File: src/rtl/mont_pkg.sv
// Shared types for the Montgomery datapath: limb type and the
// final-subtract stage state encoding.
package mont_pkg;

   localparam int MONT_WIDTH = 32;
   localparam int MONT_S     = 8;

   typedef logic [MONT_WIDTH-1:0] limb_t;

   typedef enum logic [1:0] {
      IDLE,
      SUB,
      TOP,
      DONE
   } mfs_state_e;

endpackage

File: src/rtl/limb_sub.sv
// One-limb subtractor a - b - bin, borrow taken from the
// WIDTH+1-bit result.
module limb_sub #(
   parameter int WIDTH = 32
) (
   input  logic [WIDTH-1:0] a,
   input  logic [WIDTH-1:0] b,
   input  logic             bin,
   output logic [WIDTH-1:0] diff,
   output logic             bout
);

   logic [WIDTH:0] w_res;

   assign w_res = {1'b0, a} - {1'b0, b} - {{WIDTH{1'b0}}, bin};
   assign diff  = w_res[WIDTH-1:0];
   assign bout  = w_res[WIDTH];

endmodule

File: src/rtl/mont_final_sub.sv
// Limb-serial final conditional subtract of CIOS Montgomery: r = T>=p ? T-p : T.
// Optional MONT_FINAL_SUB_FLAG_EN adds the sub_taken debug output.
module mont_final_sub
   import mont_pkg::*;
#(
   parameter int WIDTH = MONT_WIDTH,
   parameter int S     = MONT_S
) (
   input  logic                   clk,
   input  logic                   rst,
   input  logic                   in_valid,
   output logic                   in_ready,
   input  logic [(S+1)*WIDTH-1:0] t_in,
   input  logic [S*WIDTH-1:0]     p,
   output logic                   out_valid,
   input  logic                   out_ready,
   output logic [S*WIDTH-1:0]     r_out,
`ifdef MONT_FINAL_SUB_FLAG_EN
   output logic                   sub_taken,
`endif
   output logic                   busy
);

   localparam int IW = (S > 1) ? $clog2(S) : 1;

   mfs_state_e                r_state;
   logic [S:0][WIDTH-1:0]     r_t;
   logic [S-1:0][WIDTH-1:0]   r_p;
   logic [S-1:0][WIDTH-1:0]   r_d;
   logic [IW-1:0]             r_idx;
   logic                      r_borrow;

   logic [S-1:0][WIDTH-1:0]   w_tlo;
   logic [WIDTH-1:0]          w_a;
   logic [WIDTH-1:0]          w_b;
   logic [WIDTH-1:0]          w_diff;
   logic                      w_bout;
   logic                      w_fb;

   assign w_tlo = r_t[S-1:0];
   assign w_a   = w_tlo[r_idx];
   assign w_b   = r_p[r_idx];

   // Top limb absorbs the last borrow; leftover borrow means T < p.
   assign w_fb  = (r_t[S] == '0) & r_borrow;

   assign in_ready = (r_state == IDLE);
   assign busy     = (r_state != IDLE);

   limb_sub #(
      .WIDTH(WIDTH)
   ) u_limb_sub (
      .a    (w_a),
      .b    (w_b),
      .bin  (r_borrow),
      .diff (w_diff),
      .bout (w_bout)
   );

   always_ff @(posedge clk) begin
      if (rst) begin
         r_state   <= IDLE;
         r_t       <= '0;
         r_p       <= '0;
         r_d       <= '0;
         r_idx     <= '0;
         r_borrow  <= 1'b0;
         r_out     <= '0;
         out_valid <= 1'b0;
`ifdef MONT_FINAL_SUB_FLAG_EN
         sub_taken <= 1'b0;
`endif
      end else begin
         unique case (r_state)
            IDLE: begin
               if (in_valid) begin
                  r_t      <= t_in;
                  r_p      <= p;
                  r_idx    <= '0;
                  r_borrow <= 1'b0;
                  r_state  <= SUB;
               end
            end
            SUB: begin
               r_d[r_idx] <= w_diff;
               r_borrow   <= w_bout;
               r_idx      <= r_idx + IW'(1);
               if (r_idx == IW'(S-1))
                  r_state <= TOP;
            end
            TOP: begin
               r_out     <= w_fb ? w_tlo : r_d;
               out_valid <= 1'b1;
               r_idx     <= '0;
`ifdef MONT_FINAL_SUB_FLAG_EN
               sub_taken <= !w_fb;
`endif
               r_state   <= DONE;
            end
            DONE: begin
               if (out_ready) begin
                  out_valid <= 1'b0;
                  r_state   <= IDLE;
               end
            end
         endcase
      end
   end

endmodule

File: config.mk
export PLATFORM = sky130hd
export DESIGN_NAME = mont_final_sub
export DESIGN_NICKNAME = d
export VERILOG_FILES = /design/src/rtl/mont_pkg.sv /design/src/rtl/limb_sub.sv /design/src/rtl/mont_final_sub.sv
export SDC_FILE = /design/constraint.sdc
export NUM_CORES = 2
export LEC_CHECK = 0
export CORE_AREA = 4 4 310 312
export CTS_BUF_LIST = sky130_fd_sc_hd__clkbuf_16
export DETAILED_ROUTE_END_ITERATION = 6
export DIE_AREA = 0 0 314 316
export HOLD_SLACK_MARGIN = 0.1
export PLACE_DENSITY_LB_ADDON = 0.3
export SLEW_MARGIN = 15
export SYNTH_ARGS = -nofsm -noshare
export SYNTH_HDL_FRONTEND = slang
export SYNTH_HIERARCHICAL = 1
export SYNTH_SLANG_ARGS = --single-unit
File: constraint.sdc
create_clock -name clk -period 8.2 [get_ports clk]
set_input_delay 1.64 -clock clk [delete_from_list [all_inputs] [get_ports clk]]
set_output_delay 1.64 -clock clk [all_outputs]
set_load 0.03 [all_outputs]
== After elaboration in Yosys (flattened, before gate mapping) ==
Index checks and enable logic that the tools add are counted.

* Register bits after elaboration: 1063

* Muxes and demuxes: 18
* $lt $le $gt $ge: 2
* Add/sub/neg operators: 3
* Bitwise logic cells: 1
* Equality and inequality tests: 7
* Reductions and logical operators: 12

{| class="wikitable"
|+ Operators by type and width
! kind !! count
|-
| bitwise mux 256 bit || 1
|-
| 2-to-1 mux 256 bit || 1
|-
| binary-select mux 32 bit (select 3 bit) || 2
|-
| demux 32 bit (select 3 bit) || 1
|-
| 2-to-1 mux 32 bit || 3
|-
| subtractor 32 x 32 -> 33 bit || 1
|-
| subtractor 33 x 1 -> 33 bit || 1
|-
| zero test 32 bit || 1
|-
| case mux 3 bit (3 select lines) || 1
|-
| case mux 2 bit (4 select lines) || 1
|-
| AND reduction 2 bit || 4
|-
| 2-to-1 mux 2 bit || 3
|-
| != test 2 bit, second input constant || 3
|-
| nonzero test 2 bit || 3
|-
| equality test 2 bit, second input constant || 2
|-
| less-than comparator 3 x 4 -> 1 bit, second input constant || 1
|-
| case mux 1 bit (2 select lines) || 2
|-
| adder 3 x 1 -> 3 bit, second input constant || 1
|-
| equality test 3 bit, second input constant || 1
|-
| greater-or-equal comparator 3 x 1 -> 1 bit, second input constant || 1
|-
| 2-to-1 mux 3 bit || 1
|-
| AND reduction 3 bit || 1
|-
| nonzero test 3 bit || 1
|-
| equality test 2 x 1 -> 1 bit, second input constant || 1
|-
| 4 further kinds || 5
|}

== Logic depth before layout (Yosys ltp) ==
* Depth after elaboration: 5
* Mapped depth: 20
* Mapped depth without buffers: 15

== By module ==
The synthesis kept the hierarchy.

{| class="wikitable"
|+ Modules (own cells, without submodules)
! module !! cells an instance !! area an instance (um2) !! instances
|-
| mont_final_sub || 5345 || 44607.8 || 1
|-
| limb_sub || 373 || 2542.4 || 1
|}

== Least setup slack after synthesis ==
OpenSTA, ideal clock, no wires.

* Path type: reg-to-reg
* From: register r_idx[0]
* To: register r_d[125] (netlist name)
* Required time: 8.068 ns
* Buffers on the path: 4
* Arrival: 4.409 ns
* Path slack: 3.658 ns
* Stages on the path, launching flop included: 19
* Setup time: 0.132 ns
* Clock period less this slack: 4.542 ns
* Cells stage by stage: dfxtp_1 clkbuf_1 buf_2 buf_1 mux4_2 mux2_2 ha_1 inv_1 ha_1 or4b_1 o22a_2 a21oi_4 a2111oi_4 a311oi_4 o41ai_2 xor2_1 clkbuf_2 nand2_1 a21oi_1

* Cells in the longest elaborated chain, start to end: 5
* Elaborated cells on any way between the ends: 12
* Those cells by class: 2 x add/sub; 2 x order compare; 7 x mux; 1 x reduce/logical

{| class="wikitable"
|+ Ends and longest elaborated chain
! what !! line !! source
|-
| from (decl) || mont_final_sub.sv:30 || <nowiki>logic [IW-1:0] r_idx;</nowiki>
|-
| from (signal assigned) || mont_final_sub.sv:87 || <nowiki>r_idx <= r_idx + IW'(1);</nowiki>
|-
| binary-select mux 32 bit (select 3 bit) || mont_final_sub.sv:42 || <nowiki>assign w_b = r_p[r_idx];</nowiki>
|-
| 2-to-1 mux 32 bit (implied by the code) || mont_final_sub.sv:42 ||
|-
| via w_b[3] || mont_final_sub.sv:35 || <nowiki>logic [WIDTH-1:0] w_b;</nowiki>
|-
| subtractor 32 x 32 -> 33 bit || limb_sub.sv:15 || <nowiki>assign w_res = {1'b0, a} - {1'b0, b} - {{WIDTH{1'b0}}, bin};</nowiki>
|-
| subtractor 33 x 1 -> 33 bit || limb_sub.sv:15 ||
|-
| via w_diff[29] || mont_final_sub.sv:36 || <nowiki>logic [WIDTH-1:0] w_diff;</nowiki>
|-
| bitwise mux 256 bit || mont_final_sub.sv:85 || <nowiki>r_d[r_idx] <= w_diff;</nowiki>
|-
| to (signal, indexed assignment) || mont_final_sub.sv:85 ||
|-
| to (decl) || mont_final_sub.sv:29 || <nowiki>logic [S-1:0][WIDTH-1:0] r_d;</nowiki>
|}

The timed path passes the listed nets, and every way through them passes these cells. The select of a mux whose other input is x is not followed.
A chain may end at the register's enable or synchronous reset.

== Worst setup path after layout ==
* From: register r_idx[0]
* To: register r_d[27] (netlist name)

Same word-level chain as after synthesis.

==> results.py <==
metrics = {
    "run_status": {
        "status": "finished, final reports clean",
    },
    "clock_network": {
        "postCtsSetupRepairBufs": 0,
        "cts_htree_levels": 3,
        "clock_latency_ns": 0.70,
        "cts_resized": 0,
        "cts_buffers": 107,
        "cts_max_path_buffers": 3,
        "cts.sinks": 1063,
        "clk_pin_slew_ns": 0.06,
        "hold_buffers": 0,
        "root_buffer": "clkbuf_16",
        "cts_tree": "yes",
    },
    "sta": {
        "fmax_ghz": 0.164,
        "tns_ns": 0,
        "drv_slew": 0,
        "setup_viol_count_final": 0,
        "relSlewSlack": 0.0962,
        "tightestPinTransition_ns": 1.35,
        "fin_crit_sh": 0.744,
        "finalHoldViolations": 0,
        "finalCriticalPeriod_ns": 6.10,
        "clock_skew_ns": 0.0510,
        "rsz0062_at_grt": "no",
    },
    "synth": {
        "netlist_area_um2": 47200,
        "synth_warnings": 6,
        "netlist_instances": 5718,
        "ys_seq_elements": 1063,
        "yosys.cell_types.count": 59,
        "synth_top_area_frac": 0.451,
        "yosysTopAreaCell": "dfxtp_1",
        "ys_top_cells_by_area": "dfxtp_1 (45%), nand2_1 (13%), a21oi_1 (8.9%)",
        "avgSynthCellArea_um2": 8.25,
        "ys_top_cells_by_count": "nand2_1 (1635), dfxtp_1 (1063), a21oi_1 (835), clkbuf_1 (453), nor2_1 (288)",
        "yosys.cell_count.top_type": "nand2_1",
        "synth_nets": 6338,
        "synthArstFlopShare": 0,
        "synth-edff-count": 0,
        "ys_seq_area_frac": 0.451,
        "synthFlopType": "dfxtp_1",
    },
    "global_route": {
        "grt_usage": 0.377,
        "overflow": 0,
        "grt_max_degree": 237,
        "antenna_found_initial": 23,
        "grt_pass1_wl_mm": 282,
        "grt_pass1_vias": 43146,
    },
    "die": {
        "core_area_um2": 93000,
        "fp.dieH_um": 316,
        "die_area_um2": 99200,
        "die_x_um": 314,
        "rows": 112,
        "start_util": 0.507,
        "io_pins": 807,
    },
    "placement": {
        "dp_hpwl_mm": 136,
        "io_buffer_count": 806,
        "place.gp.congestion": 0.942,
        "placed_area_um2": 55200,
    },
    "routing": {
        "first_pass_iters": 6,
        "drc": 0,
        "viasPerCell": 6.22,
        "ant_nets": 0,
        "drtIter0Drc": 6352,
        "vias": 46309,
        "detail_route.wl_per_cell_um": 26.4,
        "routed_wl_mm": 196,
    },
    "cells_and_area": {
        "seqCellArea_um2": 21300,
        "nNetsFinal": 6719,
        "nFillCells": 8084,
        "multi_input_area_um2": 23200,
        "drive_above_1_share": 0.0724,
        "area_growth_syn_to_layout_pct": 24.2,
        "fin_area_um2": 58600,
    },
    "worst_hold_path": {
        "hold_class": "flop to flop",
    },
    "worst_setup_path": {
        "required_ns": 8.77,
        "cp-start-kind": "flop",
        "critical_path_class": "flop to flop",
        "cp_max_fo": 67,
        "cp.arrival_ns": 6.67,
        "worstSetupEndpointType": "flop",
        "r2r_slack_ns": 2.10,
    },
    "power_and_ir_drop": {
        "p_leak_nw": 19.6,
        "vdd_drop_max_mv": 0.344,
        "power_density_nw_per_um2": 419,
    },
    "run": {
        "max-cap-violations": 0,
    },
}
[report_power, final]
part	total (mW)	internal [mW]	switching (mW)	leakage, nW
Clock	4.77	2.65	2.12	1.74
Sequential	7.27	6.25	1.03	8.67
Combinational	12.5	3.53	8.95	9.17
[cell usage in the layout (no fill, tap or decap), types with 14 or more instances in the layout]
master / instances
o21ai_0: 15
dfxtp_1: 1060
mux4_2: 128
buf_4: 45
xnor2_2: 14
mux2_2: 64
nand2_1: 1632
clkdlybuf4s50_1: 805
a311oi_1: 256
ha_1: 69
buf_12: 14
a21oi_1: 835
clkbuf_16: 109
inv_1: 128
nor2_1: 282
o31ai_1: 260
clkinv_1: 32
nand4_1: 261
[logic make-up after synthesis]
kind of cell | share of synthesized area
flops | 0.451
fa+ha+maj | 0.0194
mux | 0.0766
compound gates | 0.190
simple gates | 0.195
xor+xnor | 0.00576
buf+inv | 0.0622
[cell type report]
| type | count | share of cell area |
|---|---|---|
| diodes | 11 | 0.000470 |
| clock buffers | 109 | 0.0466 |
| clock inverters | 87 | 0.0107 |
| inverters | 103 | 0.00660 |
| multi-input cells | 3958 | 0.397 |
| flip-flops and latches | 1063 | 0.364 |
| well taps | 1254 | 0.0268 |
| repair buffers | 866 | 0.149 |
[flip-flops by register name, indices dropped and copies added, names as in the netlist]
| register | cells |
|---|---|
| r_state | 2 |
| r_borrow | 1 |
| r_idx | 3 |
| r_d | 256 |
| r_t | 288 |
| r_p | 256 |
| r_out | 256 |
| out_valid | 1 |
[metal layers]
layer | track usage | wire, um | up-vias
met2 | 0.576 | 86300 | 2870
met5 | 0 | 108 | -
met1 | 0.469 | 71000 | 22011
li1 | - | - | 20812
met3 | 0.0996 | 23200 | 600
met4 | 0.257 | 15900 | 16
[stage by stage]
| step | worst slack, ns | total power, mW | hold WS (ns) | cells | utilization |
|---|---|---|---|---|---|
| 6_report | 2.10 | 24.5 | 0.453 | 7451 | 0.629 |
| 5_1_grt | 1.74 | 25.2 | 0.467 | 7446 | 0.629 |
| 4_1_cts | 2.08 | 24.1 | 0.451 | 7440 | 0.629 |
| 3_5_place_dp | 2.17 | 19.4 | 0.443 | 7244 | 0.593 |
| 3_3_place_gp | 2.27 | 19.3 | 0.439 | 7244 | 0.593 |
| 2_1_floorplan | 3.66 | 14.1 | 0.433 | 5718 | - |
[final timing paths]
kind                                from  endpoint  depth (start not counted)
worst max-delay path            r_idx[0]   r_d[27]                         16
worst min-delay path            r_p[127]  r_p[127]                          2
worst max register to register  r_idx[0]   r_d[27]                         16
worst min register to register  r_p[127]  r_p[127]                          2
[critical path, stage by stage, from the launching register on]
cell and delay [ns]:
dfxtp_4 0.83, buf_12 0.49, mux4_2 0.62, mux2_2 0.28
inv_1 0.08, fa_1 0.43, inv_1 0.07, ha_1 0.13
o21a_1 0.17, o21ai_0 0.12, a31oi_1 0.36, a21boi_1 0.23
o21ai_0 0.67, a21oi_1 0.18, xnor2_1 0.90, nand2_1 0.12
a21oi_1 0.17
Power figures use the tool's default switching activity.
